**src/rtl/imem_loader.sv**
```systemverilog
// Loads a length-prefixed byte stream into instruction memory while holding the CPU.
// Latency: imem_we one cycle after a word's low byte, done one cycle after the last write.
// Backpressure: byte_ready drops during WRITE and in IDLE/DONE/ERR; bytes move only on valid & ready.
module imem_loader #(
  parameter int ADDR_W = 10
) (
  input  logic              clock,
  input  logic              reset_n,
  input  logic              start,
  input  logic [7:0]        byte_in,
  input  logic              byte_valid,
  output logic              byte_ready,
  output logic              imem_we,
  output logic [ADDR_W-1:0] imem_addr,
  output logic [15:0]       imem_wdata,
  output logic              cpu_hold,
  output logic              busy,
  output logic              done,
  output logic              error
);

  typedef enum logic [2:0] {
    IDLE    = 3'd0,
    CNT_HI  = 3'd1,
    CNT_LO  = 3'd2,
    DATA_HI = 3'd3,
    DATA_LO = 3'd4,
    WRITE   = 3'd5,
    DONE    = 3'd6,
    ERR     = 3'd7
  } state_t;

  state_t      state, state_nxt;
  logic [15:0] cnt;
  logic [15:0] cnt_full;
  logic        xfer;
  logic        idle_like;
  logic        last_word;
  logic        cnt_too_big;

  assign xfer      = byte_valid & byte_ready;
  assign idle_like = (state == IDLE) || (state == DONE) || (state == ERR);
  // Length decision uses the low byte on the wire, so it is made in the same cycle it arrives.
  assign cnt_full    = {cnt[15:8], byte_in};
  assign cnt_too_big = 32'(cnt_full) > (32'd1 << ADDR_W);
  // Compared as addr+1 == N in 32 bits so N = 2^ADDR_W needs no wrap in the address counter.
  assign last_word   = (32'(imem_addr) + 32'd1) == 32'(cnt);

  always_comb begin
    state_nxt  = state;
    byte_ready = 1'b0;
    imem_we    = 1'b0;
    busy       = 1'b0;
    done       = 1'b0;
    error      = 1'b0;
    cpu_hold   = 1'b1;
    case (state)
      IDLE: begin
        if (start) state_nxt = CNT_HI;
      end
      CNT_HI: begin
        byte_ready = 1'b1;
        busy       = 1'b1;
        if (xfer) state_nxt = CNT_LO;
      end
      CNT_LO: begin
        byte_ready = 1'b1;
        busy       = 1'b1;
        if (xfer) begin
          if (cnt_full == 16'd0)  state_nxt = DONE;
          else if (cnt_too_big)   state_nxt = ERR;
          else                    state_nxt = DATA_HI;
        end
      end
      DATA_HI: begin
        byte_ready = 1'b1;
        busy       = 1'b1;
        if (xfer) state_nxt = DATA_LO;
      end
      DATA_LO: begin
        byte_ready = 1'b1;
        busy       = 1'b1;
        if (xfer) state_nxt = WRITE;
      end
      WRITE: begin
        imem_we   = 1'b1;
        busy      = 1'b1;
        state_nxt = last_word ? DONE : DATA_HI;
      end
      DONE: begin
        done     = 1'b1;
        cpu_hold = 1'b0;
        if (start) state_nxt = CNT_HI;
      end
      ERR: begin
        error = 1'b1;
        if (start) state_nxt = CNT_HI;
      end
      default: state_nxt = IDLE;
    endcase
  end

  always_ff @(posedge clock or negedge reset_n) begin
    if (!reset_n) begin
      state <= IDLE;
    end else begin
      state <= state_nxt;
    end
  end

  always_ff @(posedge clock or negedge reset_n) begin
    if (!reset_n) begin
      cnt        <= 16'd0;
      imem_addr  <= '0;
      imem_wdata <= 16'd0;
    end else begin
      if (idle_like && start) begin
        imem_addr <= '0;
      end
      case (state)
        CNT_HI:  if (xfer) cnt[15:8] <= byte_in;
        CNT_LO:  if (xfer) cnt <= cnt_full;
        DATA_HI: if (xfer) imem_wdata[15:8] <= byte_in;
        DATA_LO: if (xfer) imem_wdata[7:0] <= byte_in;
        WRITE:   if (!last_word) imem_addr <= imem_addr + {{(ADDR_W-1){1'b0}}, 1'b1};
        default: ;
      endcase
    end
  end

endmodule

```
**config.mk**
```make
export PLATFORM = sky130hd
export DESIGN_NAME = imem_loader
export DESIGN_NICKNAME = d
export VERILOG_FILES = /design/src/rtl/imem_loader.sv
export SDC_FILE = /design/constraint.sdc
export NUM_CORES = 1
export LEC_CHECK = 0
export ABC_AREA = 1
export CAP_MARGIN = 20
export CORE_UTILIZATION = 52
export CTS_CLUSTER_DIAMETER = 200
export DETAILED_ROUTE_END_ITERATION = 8
export GPL_TIMING_DRIVEN = 0
export PLACE_DENSITY_LB_ADDON = 0.15
export SYNTH_ARGS = -nofsm -noshare
export SYNTH_HDL_FRONTEND = slang
export SYNTH_SLANG_ARGS = --single-unit
```
**constraint.sdc**
```tcl
create_clock -name clock -period 2.2 [get_ports clock]
set_input_delay 0.22 -clock clock [delete_from_list [all_inputs] [get_ports clock]]
set_output_delay 0.22 -clock clock [all_outputs]
set_load 0.05 [all_outputs]
```
; Word-level counts from Yosys, hierarchy flattened
; Index checks and enable logic that the tools add are counted.
[word_totals]
ff_bits = 45
out_inout_bits = 32
inputBits = 12
elab_cells = 57
[classes]
addsub = 2
eq_ne = 13
reduce_logical = 13
bitwise = 2
n_mux = 20
order_cmp = 1
[op_table]
columns = operator, n
row1 = two-way mux 10 bit, 3
row2 = two-way mux 3 bit, 8
row3 = one-hot mux 3 bit (6 select lines), 1
row4 = equality test 11 x 16 -> 1 bit, 1
row5 = "> comparator 16 x 11 -> 1 bit, second input constant", 1
row6 = logical NOT 16 bit, 1
row7 = one-hot mux 8 bit (2 select lines), 1
row8 = "equality test 3 bit, second input constant", 4
row9 = "adder 10 x 1 -> 11 bit, second input constant", 1
row10 = "adder 10 x 1 -> 10 bit, second input constant", 1
row11 = two-way mux 8 bit, 1
row12 = "inequality test 2 bit, second input constant", 4
row13 = "equality test 3 x 2 -> 1 bit, second input constant", 2
row14 = two-way mux 1 bit, 6
row15 = AND reduction 2 bit, 3
row16 = AND reduction 5 bit, 1
row17 = OR reduction 5 bit, 1
row18 = OR reduction 4 bit, 1
row19 = "equality test 3 x 1 -> 1 bit, second input constant", 1
row20 = logical NOT 3 bit, 1
row21 = AND reduction 3 bit, 1
row22 = OR reduction 3 bit, 1
row23 = logical OR 1 bit, 2
row24 = "inequality test 2 x 1 -> 1 bit, second input constant", 1
row25 = 3 further kinds, 3

; Depth between registers and ports, before layout
[depth]
depth_word = 7
depth_mapped = 15
depth_no_buf = 15

; Worst setup path before layout
; OpenSTA, ideal clock, no wires.
[synth_timing]
kind = register -> register
start = register state[0]
end = register state[1]
synth_period_minus_slack_ps = 3215
t_required_ps = 2075
setup_time_ps = 125
path_stages_with_launch = 11
setup_slack_ps = -1015
path_buffers = 1
arrival_ps = 3090
path_cell_list = dfrtp_1 > buf_2 > nor2_1 > o21ai_0 > inv_1 > nor2_1 > nand2_1 > o21ai_0 > inv_2 > o21ai_0 > o21ai_1
[synth_via]
elab_chain_len = 6
word_cells_on_any_way = 19
cone_classes = eq/ne (12) / mux (2) / bitwise (1) / reduce/logical (4)
[synth_lines]
columns = item, line
row1 = start: declaration, 33  ; state_t state, state_nxt;
row2 = start signal: assignment, 107  ; state <= state_nxt;
row3 = equality test 3 x 1 -> 1 bit (tied with other cells), 57  ; case (state)
row4 = OR reduction 4 bit (no line) *, n/a
row5 = two-way mux 1 bit *, 57
row6 = via byte_ready, 12  ; output logic byte_ready,
row7 = AND 1 bit *, 41  ; assign xfer = byte_valid & byte_ready;
row8 = inequality test 2 bit (no line), n/a
row9 = AND reduction 5 bit (no line) *, n/a
; The timed path passes the listed nets; every way through them passes the cells marked *.
; A chain may end at the register's enable or synchronous reset.

; Worst setup path after layout
[layout_timing]
start = register state[0]
end = output cpu_hold
[layout_via]
elab_chain_len = 2
[layout_lines]
columns = item, line
row1 = equality test 3 bit, 57
row2 = two-way mux 1 bit, 57
row3 = end: declaration, 16  ; output logic cpu_hold,
; No other way between the ends.

==> run summary <==
Run status -> finished, violations left
Violated checks -> design-rule violations
Synth Flop Type -> dfrtp_1
Die height -> 70.68 um
Top cells by area, synth -> dfrtp_1 46%, nand2_1 18%, inv_1 7.5%
# DRC -> 8
Antenna diodes -> 0
Async SR Flop Fraction -> 100.0%
Dpl hpwl -> 4.230 mm
DP Worst Slack -> 140.2 ps
Die ar. -> 0.004995 mm2
Slew headroom -> 66.29%
Final Max Slew Viols -> 0
#FFs+latches synth -> 45
Total Routing Usage GR -> 24.49%
Final period utilization -> 94.69%
Cell variety after synth -> 22
# IOs -> 44
Count leader, synth -> nand2_1
Post-Route WL -> 5.731 mm
Worst vdd ir -> 792.3 uV
Initial antenna violation count -> 0
Top achievable clock speed -> 480.0 MHz
CP Capture Type -> primary output
TritonCTS clock tree -> yes
Gr ovfl total -> 0
Fin crit period -> 2083 ps
H-tree depth -> 2
Core Region -> 0.004444 mm2
Internal reg-to-reg setup slack -> 230 ps
Layout cells sized above 1 -> 9.548%
RSZ-0062 raised after global routing -> no
WS Path Type -> flip-flop to primary output
Routed vias -> 2322
Number of synthesized flops with an enable pin -> 0
Max cap viols -> 0
Final Util -> 69.79%
R2R Path End -> imem_addr[3]
First-pass GRT wire length -> 9.611 mm
Clock Tree Buf Depth -> 2
Initial DRT Pass Iterations -> 6
Final Setup Violations -> 0
Placer Congestion -> 0.8694
Wire length per cell -> 12.74 um
Clock latency on the worst-skew pair -> 310 ps
CTS root buffer -> clkbuf_8
Initial Util -> 55.18%
Vias in the first global route -> 2120
Yosys warnings -> 0
Reg2reg path depth -> 11
Crit start category -> flip-flop
Pwr Density -> 1322 mW/mm2
Synth Net Count -> 355
Final hold vios -> 0
Yosys top cell area share -> 45.92%
Final Net Count -> 410
Post-Synthesis Cell Area -> 0.002452 mm2
Worst-Margin Slew -> 504.1 ps
Critical Path RT -> 1980 ps
Sequential cell area fraction in the yosys report -> 45.92%
Synth top cells by count -> 118 x nand2_1, 49 x inv_1, 45 x dfrtp_1, 36 x o21ai_0, 29 x nor2_1
1st-iter DRT viols -> 180
Synth Area per Inst -> 7.171 um2
Leak pwr -> 1.529 nW
Synth Instances -> 342
Layout Skew -> 7.841 ps
Slack of the critical path -> 116.8 ps
Sink Count -> 45
Area grow syn2layout -> 26.48%
Clk slew on worst S/H paths -> 90 ps
RR Startpoint -> imem_addr[1]
IO buf count -> 43
Crit path DAT -> 1860 ps
Pin count of the biggest net entering global routing -> 38
Worst min path class -> primary input to async pin
Vias/cell -> 5.160
TritonCTS Buffers -> 5
Crit Path Max Fanout -> 9
Cell Rows -> 24
Die X -> 70.68 um
DRT antenna net count -> 0
Post-synth top area cell -> dfrtp_1
-- registers in the layout, summed over array words and instances, names as in the netlist --
name,flops
cnt,16
imem_wdata,16
imem_addr,10
state,3
-- layout make-up --
type | count | area (um2)
fill | 417 | 1343
sequential | 45 | 1129
multi-input combinational | 240 | 1112
timing repair buffer | 48 | 478.0
inverter | 50 | 187.7
clock buffer | 6 | 72.57
tap | 52 | 65.06
buffer | 7 | 42.54
clock inverter | 2 | 15.01
-- worst max path at each step --
stage                     slack, ps      endpoint  startpoint  depth (start not counted)
after floorplan                 -20      state[1]    state[0]                         10
final                           120      cpu_hold    state[0]                          4
after detailed placement        140    byte_ready    state[2]                          7
after CTS                        40          done    state[0]                          3
after global routing             20    byte_ready    state[2]                          7
after global placement         -420  imem_addr[0]     reset_n                          1
-- timing repair --
item                                   4_1_cts  5_1_grt
setup endpoints to repair                    3       12
buffers inserted                             0        3
endpoints found under the hold margin        8        0
gates resized for setup                      3        4
hold buffers                                 1        0
-- critical path, cell delays in order (launching register included) --
cell and delay (ps):
dfrtp_1 360, buf_2 170, nor3_2 240, inv_1 70
clkdlybuf4s50_1 710
-- cell usage in the layout (no fill, tap or decap), drive strengths merged, types with 2 or more instances in the layout --
| cell | netlist | layout |
|---|---|---|
| a21oi | 2 | 2 |
| nand3b | 5 | 5 |
| nand2 | 120 | 120 |
| dfrtp | 45 | 45 |
| buf | 3 | 8 |
| nand4 | 6 | 6 |
| dlygate4sd2 | 0 | 2 |
| nor2 | 31 | 31 |
| o21ai | 49 | 49 |
| clkdlybuf4s50 | 0 | 38 |
| nor3 | 3 | 3 |
| clkinvlp | 0 | 2 |
| nand3 | 21 | 21 |
| clkbuf | 4 | 10 |
| inv | 50 | 50 |
-- report_power, final --
group	total (W)	switching, W	internal (W)
Sequential	0.00139	0.000248	0.00114
Clock	0.000529	0.000305	0.000224
Combinational	0.00219	0.00147	0.000718
-- per-layer routing --
layer	part of all wire [%]	GRT usage, %	routed length, um
met1	47	32.09	2709
met2	47	41.53	2709
met3	3.7	4.558	213
met4	1.7	7.778	98
met5	0	0	0
-- metrics by stage --
stage	area, um2	TNS, ps	hold slack (ps)	cells	power [W]
after floorplan	2467	-15.17	-75.59	342	0.002898
after global placement	2963	-12040	467.7	437	0.003517
after detailed placement	2978	0	92.68	438	0.003567
after CTS	3072	0	301.6	447	0.004077
after global routing	3102	0	306.9	450	0.004378
final	3102	0	292.1	450	0.004101
-- cell families after synthesis --
group | Yosys count | share of synthesized area (%)
AND/OR/NAND/NOR | 186 | 31.68
buffers and inverters | 57 | 9.387
AO/OA/AOI/OAI | 53 | 12.50
flip-flops | 45 | 45.92
adder cells (fa/ha/maj) | 1 | 0.5101
Power figures use the tool's default switching activity.
